### config.mk
export PLATFORM = sky130hd
export DESIGN_NAME = gpio_event_capture
export DESIGN_NICKNAME = d
export VERILOG_FILES = /design/src/rtl/gpio_event_capture.sv
export SDC_FILE = /design/constraint.sdc
export NUM_CORES = 1
export LEC_CHECK = 0
export ABC_AREA = 1
export CORE_ASPECT_RATIO = 1.4
export CORE_MARGIN = 1
export CORE_UTILIZATION = 45
export DETAILED_ROUTE_END_ITERATION = 10
export GPL_TIMING_DRIVEN = 0
export PLACE_DENSITY_LB_ADDON = 0.25
export SLEW_MARGIN = 20
export SYNTH_ARGS = -nofsm -noshare
export SYNTH_HDL_FRONTEND = slang
export SYNTH_SLANG_ARGS = --single-unit
### constraint.sdc
create_clock -name clk -period 3.05 [get_ports clk]
set_clock_uncertainty 0.1 [all_clocks]
set_input_delay 0.4575 -clock clk [delete_from_list [all_inputs] [get_ports clk]]
set_output_delay 0.4575 -clock clk [all_outputs]
set_load 0.02 [all_outputs]
### src/rtl/gpio_event_capture.sv
// gpio_event_capture: per-pin debounce, rise/fall event detection and an event FIFO.
// Each event carries {timestamp, rise_mask, fall_mask}.
// Optional macro GPIO_EVT_TIMESTAMP_EN adds a free-running timestamp counter.
// Without it, the timestamp field of evt_tdata is tied to zero.
module gpio_event_capture #(
  parameter int unsigned GPIO_REG_WIDTH  = 12,
  parameter int unsigned DEBOUNCE_CYCLES = 4,
  parameter int unsigned FIFO_DEPTH      = 8,
  parameter int unsigned TS_WIDTH        = 20
) (
  input  logic                                 clk,
  input  logic                                 reset,
  input  logic [GPIO_REG_WIDTH-1:0]            gpio_in,
  input  logic [GPIO_REG_WIDTH-1:0]            rise_en,
  input  logic [GPIO_REG_WIDTH-1:0]            fall_en,
  input  logic                                 clr_overflow,
  output logic [GPIO_REG_WIDTH-1:0]            gpio_db,
  output logic [TS_WIDTH+2*GPIO_REG_WIDTH-1:0] evt_tdata,
  output logic                                 evt_tvalid,
  input  logic                                 evt_tready,
  output logic [$clog2(FIFO_DEPTH):0]          evt_count,
  output logic                                 overflow
);

  localparam int unsigned GW     = GPIO_REG_WIDTH;
  localparam int unsigned DATA_W = TS_WIDTH + 2 * GPIO_REG_WIDTH;
  localparam int unsigned DB_W   = 8;
  localparam int unsigned ADDR_W = $clog2(FIFO_DEPTH);
  localparam int unsigned OCC_W  = ADDR_W + 1;

  logic [GW-1:0]       r_db;
  logic [DB_W-1:0]     r_cnt [GW];
  logic [GW-1:0]       w_diff;
  logic [GW-1:0]       w_upd;
  logic [GW-1:0]       w_rise;
  logic [GW-1:0]       w_fall;
  logic [TS_WIDTH-1:0] w_ts;

  logic                r_stg_valid;
  logic [DATA_W-1:0]   r_stg_data;

  logic [DATA_W-1:0]   r_mem [FIFO_DEPTH];
  logic [ADDR_W-1:0]   r_wr_ptr;
  logic [ADDR_W-1:0]   r_rd_ptr;
  logic [OCC_W-1:0]    r_count;
  logic [OCC_W-1:0]    w_count_nxt;
  logic                r_tvalid;
  logic                r_overflow;
  logic                w_full;
  logic                w_pop;
  logic                w_push;
  logic                w_drop;

`ifdef GPIO_EVT_TIMESTAMP_EN
  logic [TS_WIDTH-1:0] r_ts;

  // Free-running timestamp, wraps naturally at all-ones.
  always_ff @(posedge clk or negedge reset) begin
    if (!reset) begin
      r_ts <= '0;
    end else begin
      r_ts <= TS_WIDTH'(r_ts + 1'b1);
    end
  end

  assign w_ts = r_ts;
`else
  assign w_ts = '0;
`endif

  // Debounce accept strobes and event masks for this edge.
  always_comb begin
    w_diff = gpio_in ^ r_db;
    w_upd  = '0;
    for (int i = 0; i < int'(GW); i++) begin
      w_upd[i] = w_diff[i] && (r_cnt[i] == DB_W'(DEBOUNCE_CYCLES - 1));
    end
    w_rise = w_upd & gpio_in & rise_en;
    w_fall = w_upd & ~gpio_in & fall_en;
  end

  // Per-pin debounce counters and debounced levels.
  always_ff @(posedge clk or negedge reset) begin
    if (!reset) begin
      r_db <= '0;
      for (int i = 0; i < int'(GW); i++) begin
        r_cnt[i] <= '0;
      end
    end else begin
      for (int i = 0; i < int'(GW); i++) begin
        if (w_upd[i]) begin
          r_db[i]  <= gpio_in[i];
          r_cnt[i] <= '0;
        end else if (w_diff[i]) begin
          r_cnt[i] <= DB_W'(r_cnt[i] + 1'b1);
        end else begin
          r_cnt[i] <= '0;
        end
      end
    end
  end

  // Event staging: captured on the gpio_db update edge, pushed on the next.
  always_ff @(posedge clk or negedge reset) begin
    if (!reset) begin
      r_stg_valid <= 1'b0;
      r_stg_data  <= '0;
    end else begin
      r_stg_valid <= |(w_rise | w_fall);
      r_stg_data  <= {w_ts, w_rise, w_fall};
    end
  end

  // FIFO push/pop/drop decisions and next occupancy.
  always_comb begin
    w_full      = (r_count == OCC_W'(FIFO_DEPTH));
    w_pop       = r_tvalid && evt_tready;
    w_push      = r_stg_valid && (!w_full || w_pop);
    w_drop      = r_stg_valid && w_full && !w_pop;
    w_count_nxt = r_count;
    if (w_push && !w_pop) begin
      w_count_nxt = OCC_W'(r_count + 1'b1);
    end else if (!w_push && w_pop) begin
      w_count_nxt = OCC_W'(r_count - 1'b1);
    end
  end

  // FIFO pointers, occupancy, valid and sticky overflow.
  always_ff @(posedge clk or negedge reset) begin
    if (!reset) begin
      r_wr_ptr   <= '0;
      r_rd_ptr   <= '0;
      r_count    <= '0;
      r_tvalid   <= 1'b0;
      r_overflow <= 1'b0;
    end else begin
      if (w_push) begin
        r_wr_ptr <= ADDR_W'(r_wr_ptr + 1'b1);
      end
      if (w_pop) begin
        r_rd_ptr <= ADDR_W'(r_rd_ptr + 1'b1);
      end
      r_count  <= w_count_nxt;
      r_tvalid <= (w_count_nxt != '0);
      if (w_drop) begin
        r_overflow <= 1'b1;
      end else if (clr_overflow) begin
        r_overflow <= 1'b0;
      end
    end
  end

  // FIFO storage; contents need no reset since valid is tracked by the pointers.
  always_ff @(posedge clk) begin
    if (w_push) begin
      r_mem[r_wr_ptr] <= r_stg_data;
    end
  end

  assign gpio_db    = r_db;
  assign evt_tdata  = r_mem[r_rd_ptr];
  assign evt_tvalid = r_tvalid;
  assign evt_count  = r_count;
  assign overflow   = r_overflow;

endmodule

==> impl_metrics.ini, run 1 <==
[critical_path]
crit_top_cell = buf_6
crit_path_max_fanout = 10
cpPeakStageDelay_ns = 0.39
crit_chain = buf_6 > clkinv_4 > buf_6 > buf_6 > nor2_1 > o22ai_1 > nor2_1 > a31oi_1 > clkdlybuf4s15_1
end_kind = primary output
worstPathArrival_ns = 2.40
slowest_stage = dfrtp_1
path_class = reg -> out
start_kind = register
critical_path_required_ns = 2.49

[detailed_routing]
first_pass_iters = 6
drc = 0
wirelength_mm = 32.1
detailedRoute.firstIterationViolations = 602
vias = 9894
wl_per_cell_microns = 16.5
viasPerCell = 5.09
antenna_left = 0

[synthesis]
synth_compound_area_share_pct = 6.92
synth_edf_count = 192
netlist_area_sq_mm = 0.0144
synth_most_common_cell = nor2_1
yosys.area.top_type = edfxtp_1
synth-seq-area-share_pct = 65.4
synthTopCellsByCount = 328 x nor2_1, 192 x edfxtp_1, 176 x nand2_1
yosys.area_share.xor_xnor_pct = 2.00
synth_mux_area_share_pct = 0
synth_area_per_cell_sq_um = 10.4
yosys_register_bits = 337
synth_cells = 1383
synth_top_area_share_pct = 40.1
async_flop_share_pct = 43.0
synthAdderAreaFrac_pct = 1.48
synth_top_family_by_area = simple AND/OR/NAND/NOR gates
synth_cell_types = 37
yosys_warnings = 0
synth_area_leaders = edfxtp_1 40%, dfrtp_1 25%, nor2_1 8.6%
synthFlopType = edfxtp_1
synth-simple-area-share_pct = 18.2

[placed_design]
gp_congestion = 0.786
dpl.hpwl_mm = 22.2
numPortBuffers = 81
placed_cells = 1887
postPlaceCellArea_sq_mm = 0.0161

[final_layout]
fillers = 2692
drive_gt1_share_pct = 8.46
fin_cells = 1944
final_cell_area_sq_mm = 0.0170
finish.utilization_pct = 54.0
n_antenna_cell = 0
area_growth_pct = 18.5
nets = 1583

[power]
power.leakage_nw = 7.42
peakVddDrop_mv = 0.466
pwr_density_cell_mw_per_mm2 = 864
p_total_mw = 14.7

[floorplan]
core_sq_mm = 0.0315
fp-row-count = 77
die_area_sq_mm = 0.0326
initial_utilization_pct = 45.6
io_pins = 102
die_width_microns = 153
dieHeight_microns = 213

[global_routing]
overflow = 0
grt_pass1_wl_mm = 50.6
grt_start_max_net_pins = 97
grt_use_total_pct = 20.2
antenna_found_initial = 0
grt_pass1_vias = 9587

[cts]
cts_buffers = 31
worstSkewPairLatency_ns = 0.57
post_cts_buffers = 0
cts_tree = done
ctsHtreeMaxLevel = 1
clk_path_buf_depth = 3
clk_pin_slew_ns = 0.06
clk_root_buffer_cell = clkbuf_16
clock_sinks = 337

[sta]
setup_violations = 0
tightestPinTransition_ns = 0.646
slew_viol_final = 0
min_period_over_period_pct = 97.0
finalCriticalPeriod_ns = 2.96
setup_tns_ns = 0
hold_viol = 0
max_freq_mhz = 338
slew_headroom_pct = 56.9
rsz0062_at_grt = yes

[worst_hold_path]
hold_path_class = in -> async

[flow_run]
cap_violations = 0

[outcome]
status = finished clean
[cell usage in the layout, fill, tap and decap left out, drive strengths merged, types with 2 or more instances in the layout]
cell,instances
nand3,29
a31oi,28
conb,20
nor4,5
dlygate4sd2,19
o22ai,24
dfrtp,145
nand2,178
ha,17
o21ai,117
nand4,25
clkdlybuf4s15,2
and3,15
a21oi,15
and2,4
nor3b,9
clkdlybuf4s50,56
clkbuf,63
xnor2,13
edfxtp,192
inv,131
nor3,29
clkinv,9
xor2,19
buf,51
nor2,330
[metal layers]
layer  GRT usage [%]  vias to the layer above  wire, microns
met2            36.8                      257          16700
li1                -                     4880              -
met5               0                        -              0
met3            2.32                       65           1590
met1            24.5                     4692          12800
met4            8.39                        0           1100
[worst max-delay path: cells and delay by family, from the launching register on]
kind                   cells  cell delay (ns)
and+or+nand+nor            2             0.11
AOI/OAI and AO/OA          2             0.47
DFF                        1             0.39
buffers and inverters      5             0.86
[path summary, 6_finish.rpt]
path | from | end | slack [ns] | cells past startpoint
setup / recovery | r_rd_ptr[0] | evt_tdata[19] | 0.09 | 9
hold / removal | reset | r_cnt[84] | 0.30 | 2
setup reg to reg | evt_count[0] | r_mem[6][0] | 0.57 | 9
hold reg to reg | r_cnt[24] | r_cnt[24] | 0.35 | 1
max in group asynchronous | reset | r_stg_data[4] | 1.75 | 3
min in group clk | r_cnt[24] | r_cnt[24] | 0.35 | 1
[what timing repair did]
| action | 4_1_cts | 5_1_grt |
|---|---|---|
| gates resized for setup | 34 | 11 |
| endpoints found under the setup margin | 24 | 8 |
| hold buffers | 1 | 0 |
| hold endpoints to repair | 49 | 0 |
| pin swaps | 0 | 1 |
[where the power goes]
part           leakage [nW]  total (mW)  switching (mW)  internal (mW)
Sequential             3.78        5.80           0.398           5.40
Clock                 0.470        3.71            1.63           2.08
Combinational          3.17        5.21            3.39           1.82
[registers in the layout, indices dropped and copies added (netlist names)]
register,count
evt_count,4
evt_tvalid,1
gpio_db,12
overflow,1
r_cnt,96
r_mem,192
r_rd_ptr,3
r_stg_data,24
r_stg_valid,1
r_wr_ptr,3
[kinds of logic (layout without fill, tap and decap cells)]
family                   Yosys count  after routing
AO/OA/AOI/OAI                    184            184
AND/OR/NAND/NOR                  625            625
XOR/XNOR                          32             32
adder cells (fa/ha/maj)           17             17
buffers and inverters            187            334
flip-flops                       337            337
other                              1             20
[cell type report]
type                       instances  area [sq um]  share of cell area [%]
buffer                            56           372                    2.18
clock buffer                      45           880                    5.17
clock inverter                    11          83.8                   0.493
inverter                         131           497                    2.92
multi-input combinational        878          4270                    25.1
sequential                       337          9390                    55.2
tap                              395           494                    2.90
timing repair buffer              91          1030                    6.08
[through the flow]
stage | worst slack [ns] | hold WS [ns]
2_1_floorplan | 0.133 | 0.0619
3_3_place_gp | -4.72 | 0.339
3_5_place_dp | 0.0779 | 0.299
4_1_cts | 0.0335 | 0.306
5_1_grt | -0.0175 | 0.323
6_report | 0.0906 | 0.295
No activity file was read; power rests on OpenSTA's default activity.
==> run 2, diff against run 1 <==
- HOLD_SLACK_MARGIN: unset -> 0.08
- MAX_ROUTING_LAYER: unset -> met4
==> run 2 against run 1 <==
- total power hardly changed
- final cell count stayed put
- non-clock buffer count stayed put
- flip-flop and latch count stayed put
- critical endpoint unchanged
- largest cell class unchanged
==> impl_metrics.ini, run 2 (synthesized netlist as in run 1, its figures left out) <==
[outcome]
status = finished clean

[final_layout]
top_register = r_mem
multi_input_area_sq_mm = 0.00427
drive_gt1_share_pct = 8.46
fin_cells = 1944
largest_reg_flops = 192
final_common_cell = nor2_1
fillers = 2692
final_cell_area_sq_mm = 0.0170
finish.utilization_pct = 54.0
nets = 1583
regArea_sq_mm = 0.00939
n_antenna_cell = 0
area_growth_pct = 18.5
layout_common_cells = 320 x nor2_1, 192 x edfxtp_1, 176 x nand2_1
reg.largest.list = r_mem: 192 flops, r_cnt: 96 flops, r_stg_data: 24 flops

[sta]
hold_viol = 0
slew_headroom_pct = 56.2
min_period_over_period_pct = 96.8
setup_violations = 0
tightestPinTransition_ns = 0.657
slew_viol_final = 0
setup_tns_ns = 0
finalCriticalPeriod_ns = 2.95
max_freq_mhz = 339
whs_ns = 0.295
rsz0062_at_grt = yes

[critical_path]
crit_cells = 9
crit_top_cell = buf_6
cpPeakStageDelay_ns = 0.39
end_kind = primary output
slowest_stage = dfrtp_1
start_kind = register
r2r_cells = 9
critical_path_required_ns = 2.49
crit_path_max_fanout = 10
worstPathArrival_ns = 2.40
crit_start = r_rd_ptr[0]
path_class = reg -> out
crit_chain = buf_6 > clkinv_4 > buf_6 > buf_6 > nor2_1 > o22ai_1 > nor2_1 > a31oi_1 > clkdlybuf4s15_1
crit_buf_inv = 5
path_delay_family = buffers and inverters
r2r_start = evt_count[0]

[power]
peakVddDrop_mv = 0.465
pwr_density_cell_mw_per_mm2 = 865
power.leakage_nw = 7.42

[floorplan]
dieHeight_microns = 213
io_pins = 102
die_area_sq_mm = 0.0326
fp-row-count = 77
die_width_microns = 153
initial_utilization_pct = 45.6
core_sq_mm = 0.0315

[detailed_routing]
drc = 0
viasPerCell = 5.08
detailedRoute.firstIterationViolations = 629
antenna_left = 0
wl_per_cell_microns = 16.5
vias = 9871
wirelength_mm = 32.1
first_pass_iters = 7

[global_routing]
antenna_found_initial = 0
grt_pass1_wl_mm = 50.6
grt_pass1_vias = 9593
grt_start_max_net_pins = 97
grt_use_total_pct = 20.8
overflow = 0

[placed_design]
dpl.hpwl_mm = 22.2
gp_congestion = 0.797
numPortBuffers = 81
postPlaceCellArea_sq_mm = 0.0161
placed_cells = 1887

[cts]
worstSkewPairLatency_ns = 0.57
clk_root_buffer_cell = clkbuf_16
cts_tree = done
clk_pin_slew_ns = 0.06
clock_sinks = 337
clk_path_buf_depth = 3
cts_buffers = 31
ctsHtreeMaxLevel = 1

[worst_hold_path]
hold_path_class = in -> async

[flow_run]
cap_violations = 0
[run 2: cell counts in the layout (fill, tap and decap cells not counted)]
No cell type changed its count.
[run 2: worst paths after layout]
check	endpoint	slack (ns)
worst max register to register	r_mem[6][0]	0.57
min in group clk	r_cnt[24]	0.35
worst min-delay path	r_cnt[84]	0.29
worst max-delay path	evt_tdata[19]	0.1
max in group asynchronous	r_stg_data[4]	1.74
worst min register to register	r_cnt[24]	0.35
[run 2: area by class of cell]
| class | count | area share (%) |
|---|---|---|
| multi-input combinational | 878 | 25.1 |
| tap | 395 | 2.90 |
| inverter | 131 | 2.92 |
| clock buffer | 45 | 5.17 |
| timing repair buffer | 91 | 6.08 |
| clock inverter | 11 | 0.493 |
| buffer | 56 | 2.18 |
| sequential | 337 | 55.2 |
[run 2: what timing repair did]
item | CTS | global route
endpoints found under the setup margin | 24 | 8
hold endpoints to repair | 49 | 0
pin swaps | 0 | 1
setup buffers | 0 | 0
resized for setup | 34 | 11
hold buffers | 1 | 0
[run 2: where the power goes]
part / leakage, nW / internal, mW / switching, mW
registers: 3.78 / 5.40 / 0.397
logic: 3.17 / 1.82 / 3.39
clock network: 0.470 / 2.08 / 1.63
[run 2: routing by layer]
layer  vias up  GRT usage, %  wire, microns
li1       4882             -              -
met1      4688          24.6          13000
met2       228          36.8          16600
met3        73          2.12           1380
met4         0          8.29           1100
met5         -             -              0
[run 2: through the flow]
step / setup slack, ns / power [mW]
6_report: 0.0963 / 14.7
5_1_grt: -0.0129 / 15.6
4_1_cts: 0.0335 / 14.8
3_5_place_dp: 0.0779 / 11.3
3_3_place_gp: -4.72 / 11.1
2_1_floorplan: 0.133 / 9.06
